**src/rtl/bcd_counter_scan_display.sv**
```systemverilog
// Four-digit BCD up/down counter driven by the prescaler tick, with a
// time-multiplexed common-anode 7-segment scanner.
module bcd_counter_scan_display #(
  parameter int SCAN_DIV = 100000,
  parameter bit BLANK_LZ = 1'b1
) (
  input  logic        clk,
  input  logic        rst,
  input  logic        tick_i,
  input  logic        en_i,
  input  logic        up_i,
  input  logic        clr_i,
  output logic [15:0] count_o,
  output logic        wrap_o,
  output logic [3:0]  an_o,
  output logic [6:0]  seg_o
);

  localparam int SW = $clog2(SCAN_DIV);
  localparam logic [SW-1:0] SCAN_LAST = SW'(SCAN_DIV - 1);

  function automatic logic [15:0] bcd_inc(input logic [15:0] v);
    logic [15:0] r;
    logic        c;
    r = v;
    c = 1'b1;
    for (int k = 0; k < 4; k++) begin
      if (c) begin
        if (v[4*k +: 4] == 4'd9) begin
          r[4*k +: 4] = 4'd0;
        end else begin
          r[4*k +: 4] = v[4*k +: 4] + 4'd1;
          c = 1'b0;
        end
      end
    end
    return r;
  endfunction

  function automatic logic [15:0] bcd_dec(input logic [15:0] v);
    logic [15:0] r;
    logic        b;
    r = v;
    b = 1'b1;
    for (int k = 0; k < 4; k++) begin
      if (b) begin
        if (v[4*k +: 4] == 4'd0) begin
          r[4*k +: 4] = 4'd9;
        end else begin
          r[4*k +: 4] = v[4*k +: 4] - 4'd1;
          b = 1'b0;
        end
      end
    end
    return r;
  endfunction

  // Active-low gfedcba; non-BCD nibbles decode to blank.
  function automatic logic [6:0] seg_decode(input logic [3:0] d);
    case (d)
      4'd0:    return 7'b1000000;
      4'd1:    return 7'b1111001;
      4'd2:    return 7'b0100100;
      4'd3:    return 7'b0110000;
      4'd4:    return 7'b0011001;
      4'd5:    return 7'b0010010;
      4'd6:    return 7'b0000010;
      4'd7:    return 7'b1111000;
      4'd8:    return 7'b0000000;
      4'd9:    return 7'b0010000;
      default: return 7'b1111111;
    endcase
  endfunction

  // Stage 0: count register and scan timebase
  logic [SW-1:0] scan_cnt_p0;
  logic [1:0]    idx_p0;

  always_ff @(posedge clk or posedge rst) begin
    if (rst) begin
      count_o <= 16'h0000;
      wrap_o  <= 1'b0;
    end else if (clr_i) begin
      count_o <= 16'h0000;
      wrap_o  <= 1'b0;
    end else if (tick_i && en_i) begin
      if (up_i) begin
        count_o <= bcd_inc(count_o);
        wrap_o  <= (count_o == 16'h9999);
      end else begin
        count_o <= bcd_dec(count_o);
        wrap_o  <= (count_o == 16'h0000);
      end
    end else begin
      wrap_o <= 1'b0;
    end
  end

  always_ff @(posedge clk or posedge rst) begin
    if (rst) begin
      scan_cnt_p0 <= '0;
      idx_p0      <= 2'd0;
    end else if (scan_cnt_p0 == SCAN_LAST) begin
      scan_cnt_p0 <= '0;
      idx_p0      <= idx_p0 + 2'd1;
    end else begin
      scan_cnt_p0 <= scan_cnt_p0 + 1'b1;
    end
  end

  // Stage 1: digit select, leading-zero blanking, registered anode/segments
  logic [3:0] digit_p0;
  logic [3:0] lz_p0;
  logic       blank_p0;

  always_comb begin
    digit_p0 = count_o[{idx_p0, 2'b00} +: 4];
    lz_p0[3] = (count_o[15:12] == 4'd0);
    lz_p0[2] = lz_p0[3] && (count_o[11:8] == 4'd0);
    lz_p0[1] = lz_p0[2] && (count_o[7:4] == 4'd0);
    lz_p0[0] = 1'b0;
    blank_p0 = BLANK_LZ && lz_p0[idx_p0];
  end

  always_ff @(posedge clk or posedge rst) begin
    if (rst) begin
      an_o  <= 4'b1111;
      seg_o <= 7'b1111111;
    end else begin
      an_o  <= ~(4'b0001 << idx_p0);
      seg_o <= blank_p0 ? 7'b1111111 : seg_decode(digit_p0);
    end
  end

endmodule

```
**config.mk**
```make
export PLATFORM = sky130hd
export DESIGN_NAME = bcd_counter_scan_display
export DESIGN_NICKNAME = d
export VERILOG_FILES = /design/src/rtl/bcd_counter_scan_display.sv
export SDC_FILE = /design/constraint.sdc
export NUM_CORES = 1
export LEC_CHECK = 0
export BUFFER_PORTS_ARGS = -buffer_cell sky130_fd_sc_hd__clkbuf_2
export CAP_MARGIN = 40
export CORE_ASPECT_RATIO = 0.7
export CORE_MARGIN = 1
export CORE_UTILIZATION = 53
export DETAILED_ROUTE_END_ITERATION = 7
export MAX_ROUTING_LAYER = met4
export PLACE_DENSITY = 0.75
export REMOVE_ABC_BUFFERS = 1
export SYNTH_ARGS = -nofsm -noshare
export SYNTH_HDL_FRONTEND = slang
export SYNTH_SLANG_ARGS = --single-unit
```
**constraint.sdc**
```tcl
create_clock -name clk -period 2.17 [get_ports clk]
set_clock_uncertainty 0.2 [all_clocks]
set_input_delay 0.217 -clock clk [delete_from_list [all_inputs] [get_ports clk]]
set_output_delay 0.217 -clock clk [all_outputs]
set_load 0.01 [all_outputs]
```
# Word-level counts from Yosys, hierarchy flattened
# Memory sizes are Yosys's and may differ from the RTL's.
# Cells that the tools add are included.
[totals]
memories = 1
wordCells = 100
rom_bits = 112
regBits = 47
[memory_table]
columns = ["name", "words", "width", "read_ports", "rd_clocked_by_memory_dff", "write_ports", "line_no", "text"]
rows = [
  ["(no name shown)", 16, 7, 1, 0, 0, "60", "case (d)"],
]
[classes]
n_bitwise = 1
n_lt_le_gt_ge = 1
reduce_logical = 15
add_sub_neg = 10
muxes = 52
shifts = 2
eq_ne = 9
[ops]
columns = ["op", "n"]
rows = [
  ["4-bit two-way mux", 14],
  ["16-bit two-way mux", 3],
  ["1-bit two-way mux", 32],
  ["17-bit by 1-bit adder with 17-bit output, second input constant", 1],
  ["17-bit equality test, second input constant", 1],
  ["17-bit two-way mux", 1],
  ["4-bit by 1-bit adder with 4-bit output, second input constant", 4],
  ["16-bit equality test, second input constant", 1],
  ["4-bit equality test, second input constant", 4],
  ["16-bit logical NOT", 1],
  ["4-bit logical NOT", 4],
  ["16-bit by 5-bit indexed part select with 4-bit output", 1],
  ["4-bit by 1-bit subtractor with 4-bit output, second input constant", 4],
  ["3-bit by 1-bit != test with 1-bit output, second input constant", 3],
  ["3-bit AND reduction", 3],
  ["3-bit nonzero test", 3],
  ["7-bit two-way mux", 1],
  ["4-bit NOT", 1],
  ["1-bit by 2-bit << shifter with 4-bit output, first input constant", 1],
  ["1-bit logical AND", 3],
  ["2-bit by 3-bit < comparator with 1-bit output, second input constant", 1],
  ["2-bit by 1-bit adder with 2-bit output, second input constant", 1],
  ["1-bit binary-select mux with 2-bit select", 1],
  ["2-bit nonzero test", 1],
]

# Logic depth before layout (Yosys ltp)
# Gate-level depths: netlist of the first run.
[logic_depth]
depth_word = 17
depth_mapped = 8

# Least setup slack after synthesis of the first run
# No wires, ideal clock.
[synth_timing]
kind = "register to register"
start = "register count_o[8]"
end = "register count_o[15]"
n_path_buf = 0
arrival_ns = 1.807
setup_slack_ns = 0.042
period_less_slack_ns = 2.128
path_stages_with_launch = 7
setup_time_ns = 0.121
required_ns = 1.849
path_cell_list = "dfrtp_1 > inv_1 > ha_1 > nor3b_2 > a31oi_2 > or4_1 > a22o_1"
[synth_via]
elab_chain_len = 8
[synth_rtl]
columns = ["item", "line_no", "text"]
rows = [
  ["start, declared", "13", "output logic [15:0] count_o,"],
  ["start signal, assigned", "88", "count_o <= bcd_inc(count_o);"],
  ["start signal, assigned", "91", "count_o <= bcd_dec(count_o);"],
  ["4-bit equality test / 4-bit logical NOT (equally long branches)", "29, 47", ""],
  ["1-bit two-way mux (on tied branches)", "29, 47", ""],
  ["1-bit two-way mux (on tied branches)", "28, 46", ""],
  ["1-bit two-way mux", "87", "if (up_i) begin"],
  ["1-bit two-way mux", "86", "end else if (tick_i && en_i) begin"],
  ["1-bit two-way mux", "83", "end else if (clr_i) begin"],
  ["3-bit by 1-bit != test with 1-bit output (no source line) / 3-bit nonzero test (equally long branches)", "-", ""],
  ["3-bit AND reduction (no source line) *", "-", ""],
]
# Mark *: on every way between the ends. The rest lies on a longest branch, timed or not. The select of a mux whose other input is x is not followed.
# A chain may end at the register's enable or synchronous reset.

# Worst setup path in the final report of the first run
[layout_timing]
start = "register count_o[4]"
end = "register count_o[13]"
[layout_via]
elab_chain_len = 12
[layout_rtl]
columns = ["item", "line_no"]
rows = [
  ["4-bit equality test / 4-bit logical NOT (equally long branches)", "29, 47"],
  ["1-bit two-way mux (on tied branches)", "29, 47"],
  ["1-bit two-way mux (on tied branches)", "28, 46"],
  ["1-bit two-way mux", "87"],
  ["1-bit two-way mux", "86"],
  ["1-bit two-way mux", "83"],
  ["1-bit two-way mux (on tied branches)", "28, 46"],
  ["1-bit two-way mux", "87"],
  ["1-bit two-way mux", "86"],
  ["1-bit two-way mux", "83"],
  ["3-bit by 1-bit != test with 1-bit output (no source line) / 3-bit nonzero test (equally long branches)", "-"],
  ["3-bit AND reduction (no source line) *", "-"],
]
# Marks and branches as above.

==> results of run 1 <==
-- layer usage --
| metal | wire length (um) | part of all wire, % | global-route usage, % |
|---|---|---|---|
| met3 | 511 | 6.9 | 4.60 |
| met4 | 68 | 0.92 | 5.58 |
| met1 | 3880 | 53 | 42.4 |
| met5 | 0 | 0 | - |
| met2 | 2900 | 39 | 35.1 |
-- cells in the final DEF, fill, tap and decap left out, types with 4 or more instances in the layout --
| cell type | instances |
|---|---|
| a21oi_1 | 19 |
| buf_4 | 36 |
| clkbuf_2 | 33 |
| clkbuf_8 | 6 |
| dfrtp_1 | 36 |
| dfstp_2 | 11 |
| ha_1 | 20 |
| inv_1 | 21 |
| inv_2 | 4 |
| mux4_2 | 4 |
| nand2_1 | 13 |
| nand3_1 | 10 |
| nand4_1 | 7 |
| nor2_1 | 26 |
| nor3_1 | 4 |
| o21ai_0 | 8 |
| o21ai_1 | 6 |
| o2bb2ai_1 | 4 |
| o31ai_1 | 5 |
| xnor2_1 | 10 |
| xor2_1 | 5 |
-- layout make-up --
| type | instances | area [sq um] |
|---|---|---|
| Tap cell | 72 | 90.1 |
| Clock inverter | 2 | 16.3 |
| Sequential cell | 47 | 1190 |
| Fill cell | 426 | 1760 |
| Inverter | 25 | 93.8 |
| Timing Repair Buffer | 70 | 445 |
| Clock buffer | 6 | 82.6 |
| Multi-Input combinational cell | 226 | 1770 |
-- stage by stage --
stage,setup TNS [ps],util (%)
after floorplan,-223,-
after global placement,0,64.7
after detailed placement,0,64.7
after CTS,0,66.8
after global routing,-78.3,67.7
final,0,67.7
-- flip-flops by register name, indices dropped and copies added (netlist names) --
signal,flops
scan_cnt_p0,17
count_o,16
seg_o,7
an_o,4
idx_p0,2
wrap_o,1
-- worst max-delay path, stage by stage, from the launching register on --
cell	delay, ps
dfrtp_1	430
inv_1	80
ha_2	210
nor3b_4	260
a31oi_2	160
nor3_2	280
mux2_2	380
-- worst paths after layout --
| check | start | slack (ps) | cells after the start | end |
|---|---|---|---|---|
| worst max-delay path | count_o[4] | 50 | 6 | count_o[13] |
| worst min-delay path | en_i | 40 | 3 | wrap_o |
| worst max register to register | count_o[4] | 50 | 6 | count_o[13] |
| worst min register to register | scan_cnt_p0[0] | 290 | 1 | scan_cnt_p0[0] |
| max in group asynchronous | rst | 970 | 4 | count_o[6] |
| min in group asynchronous | rst | 390 | 4 | count_o[2] |
-- repair_timing --
item | CTS | global route
endpoints found under the hold margin | 36 | 0
setup buffers | 0 | 4
setup endpoints to repair | 2 | 13
pin swaps | 0 | 4
resized for setup | 1 | 7
hold buffers | 1 | 0
gates cloned | 0 | 0
-- cell families after synthesis --
group / synth area share, %
AND/OR/NAND/NOR: 20.0
multiplexers: 5.36
XOR/XNOR: 4.23
buffers and inverters: 5.40
AO/OA/AOI/OAI: 17.8
flip-flops: 38.3
adder cells (fa/ha/maj): 8.86
-- report_power, final --
| group | total [mW] | internal, mW | leakage [nW] | switching, mW |
|---|---|---|---|---|
| Clock | 0.577 | 0.261 | 0.0474 | 0.316 |
| Combinational | 1.44 | 0.696 | 0.989 | 0.741 |
| Sequential | 1.19 | 1.02 | 0.586 | 0.166 |
==> flow_summary.json, run 1 <==
{
  "status": "completed",
  "endpoint_kind": "flip-flop",
  "hold_violations": 0,
  "initial_core_util_pct": 57.0,
  "routabilityCongestion": 0.921,
  "drt_iter0_drc": 266,
  "whs_ps": 43.5,
  "finalSetupViolCount": 0,
  "crit_type": "flip-flop to flip-flop",
  "drcViolationCount": 0,
  "crit_required_ps": 2160,
  "die_area_sq_mm": 0.00617,
  "routedWlPerCell_um": 16.4,
  "synthToLayoutAreaGrowth_pct": 18.7,
  "synth_top_cell_by_area": "dfrtp_1",
  "grt_antenna_before_repair": 0,
  "syn_avg_cell_area_sq_um": 9.95,
  "yosys-top-cells-area": "dfrtp_1 29%, dfstp_2 9.3%, ha_1 8.9%",
  "core_area_sq_mm": 0.00545,
  "synth_top_area_share_pct": 29.0,
  "insertion_delay_ps": 300,
  "via_per_inst": 5.94,
  "drv_slew": 0,
  "portBuffers": 33,
  "placed_area_sq_mm": 0.00353,
  "setup_ws_ps": 54.2,
  "final_layout_size_suffix_gt1_share_pct": 33.0,
  "synth_flop_cell": "dfrtp_1",
  "place_inst": 435,
  "fmax_ghz": 0.473,
  "clockRootBuffer": "clkbuf_8",
  "synth-async-reset-ratio_pct": 100,
  "grt_first_pass_wirelength_mm": 12.3,
  "dp_hpwl_mm": 5.40,
  "diodes": 0,
  "finalPower_mw": 3.20,
  "synth_area_sq_mm": 0.00311,
  "vias": 2659,
  "dieHeight_um": 66.0,
  "cts_tree": "built",
  "clock-sinks": 47,
  "grt_max_degree": 48,
  "period_needed_ps": 2120,
  "cts.path.max_buffers": 2,
  "hp-class": "input port to flip-flop",
  "fp-row-count": 22,
  "place_ws_ps": 17.4,
  "start_kind": "flip-flop",
  "synthTopCellsByCount": "36 x dfrtp_1, 26 x nor2_1, 25 x inv_1",
  "nets": 403,
  "final_cells": 448,
  "globalRouteOverflowTotal": 0,
  "ys_ff_latch": 47,
  "synth_edf_count": 0,
  "pin_count": 34,
  "cts_made_buffers": 5,
  "postRouteAntennaNets": 0,
  "drtPass1Iterations": 4,
  "yosysWarningCount": 0,
  "crit_fanout": 4,
  "cp.arrival_ps": 2110,
  "htreeDepth": 2,
  "cts.clk_slew.worst_paths_ps": 90,
  "fin_area_sq_mm": 0.00369,
  "power-per-cell-area_mw_per_mm2": 869,
  "ys_types": 72,
  "rsz0062_at_grt": "true",
  "synth_cells": 312,
  "min_period_over_period_pct": 97.5,
  "totalWireLength_mm": 7.36,
  "yosysMostFrequentCell": "dfrtp_1",
  "die_x_um": 93.5,
  "worstMarginPinSlew_ps": 599,
  "grt_pass1_vias": 2412,
  "cap_viol_max_count": 0,
  "ys_seq_area_share_pct": 38.3,
  "max_slew_margin_pct": 60.1,
  "grt_usage_pct": 26.8,
  "ir_drop_uv": 507,
  "leakagePower_nw": 1.62
}
Power figures use the tool's default switching activity.
==> run 2: changes to the inputs <==
SETUP_SLACK_MARGIN = 0.15   (was default)
==> flow_summary.json, run 2 (synthesis gave the netlist of run 1 again) <==
{
  "globalRouteOverflowTotal": 0,
  "cap_viol_max_count": 0,
  "place_ws_ps": 17.4,
  "final_core_util_pct": 73.7,
  "portBuffers": 33,
  "crit_type": "flip-flop to flip-flop",
  "drv_slew": 0,
  "hold_violations": 0,
  "nFillCells": 374,
  "largest_reg_flops": 17,
  "worstHoldStart": "clr_i",
  "layout_commonest_cell": "buf_4",
  "initial_core_util_pct": 57.0,
  "core_area_sq_mm": 0.00545,
  "placed_area_sq_mm": 0.00353,
  "whs_ps": 59.2,
  "hp-class": "input port to flip-flop",
  "drcViolationCount": 0,
  "vias": 2816,
  "endpoint_kind": "flip-flop",
  "min_period_over_period_pct": 96.2,
  "ir_drop_uv": 534,
  "reg_top3": "scan_cnt_p0 (17), count_o (16), seg_o (7)",
  "period_needed_ps": 2090,
  "dieHeight_um": 66.0,
  "worstMarginPinSlew_ps": 600,
  "cts.clk_slew.worst_paths_ps": 100,
  "routedWlPerCell_um": 18.0,
  "multiInputGateArea_sq_mm": 0.00196,
  "cp.arrival_ps": 2080,
  "final_layout_size_suffix_gt1_share_pct": 43.2,
  "setup_ws_ps": 81.4,
  "pin_count": 34,
  "leakagePower_nw": 1.74,
  "critPathBufInv": 1,
  "fp-row-count": 22,
  "htreeDepth": 2,
  "synthToLayoutAreaGrowth_pct": 29.3,
  "fin_area_sq_mm": 0.00402,
  "cts.path.max_buffers": 2,
  "grt_max_degree": 48,
  "crit_family": "simple AND/OR/NAND/NOR gates",
  "drt_iter0_drc": 212,
  "die_x_um": 93.5,
  "r2r-start": "count_o[4]",
  "crit_required_ps": 2160,
  "max_slew_margin_pct": 60.0,
  "totalWireLength_mm": 8.33,
  "insertion_delay_ps": 310,
  "crit_chain": "inv_1, ha_2, or3b_4, o21ai_4, nand3_4, mux2_4",
  "grt_usage_pct": 28.3,
  "cpMaxStageDelayCell": "dfrtp_1",
  "clock-sinks": 47,
  "status": "completed",
  "grt_antenna_before_repair": 0,
  "worstHoldPathCells": 2,
  "cp.depth": 6,
  "diodes": 0,
  "via_per_inst": 6.08,
  "grt_first_pass_wirelength_mm": 13.0,
  "cts_tree": "built",
  "postRouteAntennaNets": 0,
  "fin_setup_tns_ps": 0,
  "cts_made_buffers": 5,
  "dp_hpwl_mm": 5.40,
  "slowest_delay_ps": 430,
  "fmax_ghz": 0.479,
  "grt_pass1_vias": 2528,
  "routabilityCongestion": 0.921,
  "finalSetupViolCount": 0,
  "power-per-cell-area_mw_per_mm2": 877,
  "regArea_sq_mm": 0.00119,
  "r2r_cells": 6,
  "startpoint": "count_o[4]",
  "crit_fanout": 4,
  "start_kind": "flip-flop",
  "nets": 418,
  "top_register": "scan_cnt_p0",
  "clockRootBuffer": "clkbuf_8",
  "most-common-layout-cells": "45 x buf_4, 36 x dfrtp_1, 33 x clkbuf_2, 24 x nor2_1, 19 x inv_1",
  "die_area_sq_mm": 0.00617,
  "drtPass1Iterations": 5,
  "rsz0062_at_grt": "true"
}
## run 2: changes by cell type in the layout (fill, tap and decap cells not counted), moves of 3 or more
cell     change
buf_4        +9
buf_6        +6
a21oi_1      -5
a21oi_2      +5
ha_1         -4
ha_4         +3
mux2_4       +3
## run 2: per-layer routing
layer	part of all wire [%]	GRT usage, %
met1	47	43.5
met3	8.0	4.37
met2	43	38.7
met5	0	-
met4	1.4	6.54
## run 2: final timing paths
path	slack, ps	to
worst max-delay path	80	count_o[8]
worst min-delay path	60	count_o[0]
worst max register to register	80	count_o[8]
worst min register to register	290	scan_cnt_p0[0]
max in group asynchronous	980	count_o[8]
min in group asynchronous	390	count_o[12]
## run 2: report_power, final
part	internal [mW]	switching, mW	total (mW)
clock	0.261	0.322	0.582
sequential	1.02	0.186	1.21
combinational	0.863	0.868	1.73
## run 2: what timing repair did
item / CTS / global route
endpoints found under the setup margin: 14 / 21
pin swaps: 6 / 13
hold endpoints to repair: 36 / 0
resized for setup: 11 / 47
hold buffers: 1 / 0
gates cloned: 0 / 0
buffers inserted: 11 / 8
## run 2: per-stage QoR
stage | power [mW] | instances
after floorplan | 1.94 | 298
after global placement | 2.53 | 435
after detailed placement | 2.56 | 435
after CTS | 3.25 | 455
after global routing | 3.71 | 463
final | 3.52 | 463
## run 2: area by class of cell
class	count	area share (%)
clock inverter	2	0.405
multi-input combinational	226	48.8
timing repair buffer	85	14.5
sequential	47	29.6
tap	72	2.24
clock buffer	6	2.06
inverter	25	2.40
==> run 3: changes to the inputs <==
CORE_UTILIZATION = 55   (was 53)
CTS_BUF_LIST = sky130_fd_sc_hd__clkbuf_8   (was default)
GPL_TIMING_DRIVEN = 0   (was default)
PLACE_DENSITY = 0.77   (was 0.75)
==> flow_summary.json, run 3 (synthesis gave the netlist of run 1 again) <==
{
  "status": "completed",
  "worstHoldPathCells": 3,
  "crit_chain": "inv_4, ha_4, or3b_4, o21ai_4, nand3_4, mux2_4",
  "crit_fanout": 4,
  "crit_family": "simple AND/OR/NAND/NOR gates",
  "postRouteAntennaNets": 0,
  "grt_pass1_vias": 2566,
  "totalWireLength_mm": 8.18,
  "r2r_cells": 6,
  "synthToLayoutAreaGrowth_pct": 28.2,
  "layout_commonest_cell": "clkbuf_2",
  "ir_drop_uv": 521,
  "grt_first_pass_wirelength_mm": 12.6,
  "dp_hpwl_mm": 4.79,
  "die_x_um": 91.8,
  "dieHeight_um": 64.9,
  "top_register": "scan_cnt_p0",
  "place_inst": 406,
  "cp.arrival_ps": 2080,
  "fmax_ghz": 0.481,
  "pin_count": 34,
  "finalSetupViolCount": 0,
  "rsz0062_at_grt": "true",
  "whs_ps": 37.5,
  "nets": 407,
  "insertion_delay_ps": 310,
  "clockRootBuffer": "clkbuf_8",
  "cts.path.max_buffers": 2,
  "period_needed_ps": 2080,
  "drt_iter0_drc": 295,
  "largest_reg_flops": 17,
  "hold_violations": 0,
  "hp-class": "input port to flip-flop",
  "fp-row-count": 22,
  "htreeDepth": 2,
  "globalRouteOverflowTotal": 0,
  "drtPass1Iterations": 4,
  "initial_core_util_pct": 58.2,
  "reg_top3": "scan_cnt_p0 (17), count_o (16), seg_o (7)",
  "power-per-cell-area_mw_per_mm2": 898,
  "clock-sinks": 47,
  "leakagePower_nw": 1.69,
  "worstMarginPinSlew_ps": 894,
  "grt_max_degree": 33,
  "crit_required_ps": 2170,
  "slowest_delay_ps": 450,
  "die_area_sq_mm": 0.00596,
  "nFillCells": 360,
  "endpoint_kind": "flip-flop",
  "cts_tree": "built",
  "routedWlPerCell_um": 18.1,
  "min_period_over_period_pct": 95.8,
  "finalPower_mw": 3.58,
  "critPathBufInv": 1,
  "portBuffers": 33,
  "cap_viol_max_count": 0,
  "cts_made_buffers": 5,
  "grt_usage_pct": 28.1,
  "crit_type": "flip-flop to flip-flop",
  "cpMaxStageDelayCell": "dfrtp_2",
  "final_cells": 452,
  "drv_slew": 0,
  "drcViolationCount": 0,
  "most-common-layout-cells": "33 x clkbuf_2, 30 x buf_4, 25 x nor2_1, 24 x dfrtp_1",
  "max_slew_margin_pct": 40.3,
  "grt_antenna_before_repair": 0,
  "start_kind": "flip-flop",
  "vias": 2833,
  "final_layout_size_suffix_gt1_share_pct": 44.2,
  "cp.depth": 6,
  "routabilityCongestion": 0.891,
  "via_per_inst": 6.27,
  "cts.clk_slew.worst_paths_ps": 100,
  "diodes": 0,
  "core_area_sq_mm": 0.00534
}
-- run 3: final cells by class --
class / count / area, sq um / area share, %
Timing Repair Buffer: 74 / 522 / 13.1
Multi-Input combinational cell: 226 / 1950 / 49.0
Clock buffer: 5 / 68.8 / 1.73
Tap cell: 72 / 90.1 / 2.26
Sequential cell: 47 / 1200 / 30.3
Clock inverter: 3 / 43.8 / 1.10
Inverter: 25 / 101 / 2.54
-- run 3: report_power, final --
| group | leakage [nW] | switching [mW] | internal (mW) |
|---|---|---|---|
| sequential | 0.570 | 0.231 | 1.04 |
| clock | 0.0581 | 0.313 | 0.343 |
| combinational | 1.06 | 0.820 | 0.832 |
-- run 3: worst paths after layout --
kind                                startpoint              to  slack (ps)
worst min register to register  scan_cnt_p0[0]  scan_cnt_p0[0]         300
worst min-delay path                      en_i          wrap_o          40
worst max-delay path                count_o[5]      count_o[8]          90
max in group asynchronous                  rst         an_o[0]        1000
min in group asynchronous                  rst      count_o[4]         210
worst max register to register      count_o[5]      count_o[8]          90
-- run 3: what timing repair did --
action                                  in CTS  in global routing
endpoints found under the setup margin      29                 21
resized for setup                           46                 32
pin swaps                                    7                 13
hold buffers                                 1                  0
endpoints found under the hold margin       15                  0
setup buffers                               24                 13
-- run 3: worst min-delay path, stage by stage --
cell and delay, ps:
clkbuf_2 100, nand2_1 120, a211oi_2 50
-- run 3: routing by layer --
metal / global-route usage (%) / part of all wire (%)
met2: 40.6 / 43
met4: 9.38 / 1.9
met1: 39.8 / 46
met3: 5.40 / 8.5
met5: - / 0
-- run 3: metrics by stage --
stage               util [%]  TNS, ps  cell area [sq um]  setup WS (ps)
floorplan                  -     -223               3030           -223
global placement        61.6    -5640               3290           -682
detailed placement      62.2    -2120               3320           -377
CTS                     70.7        0               3780            117
global route            74.6        0               3980           33.5
finish                  74.6        0               3980           90.1
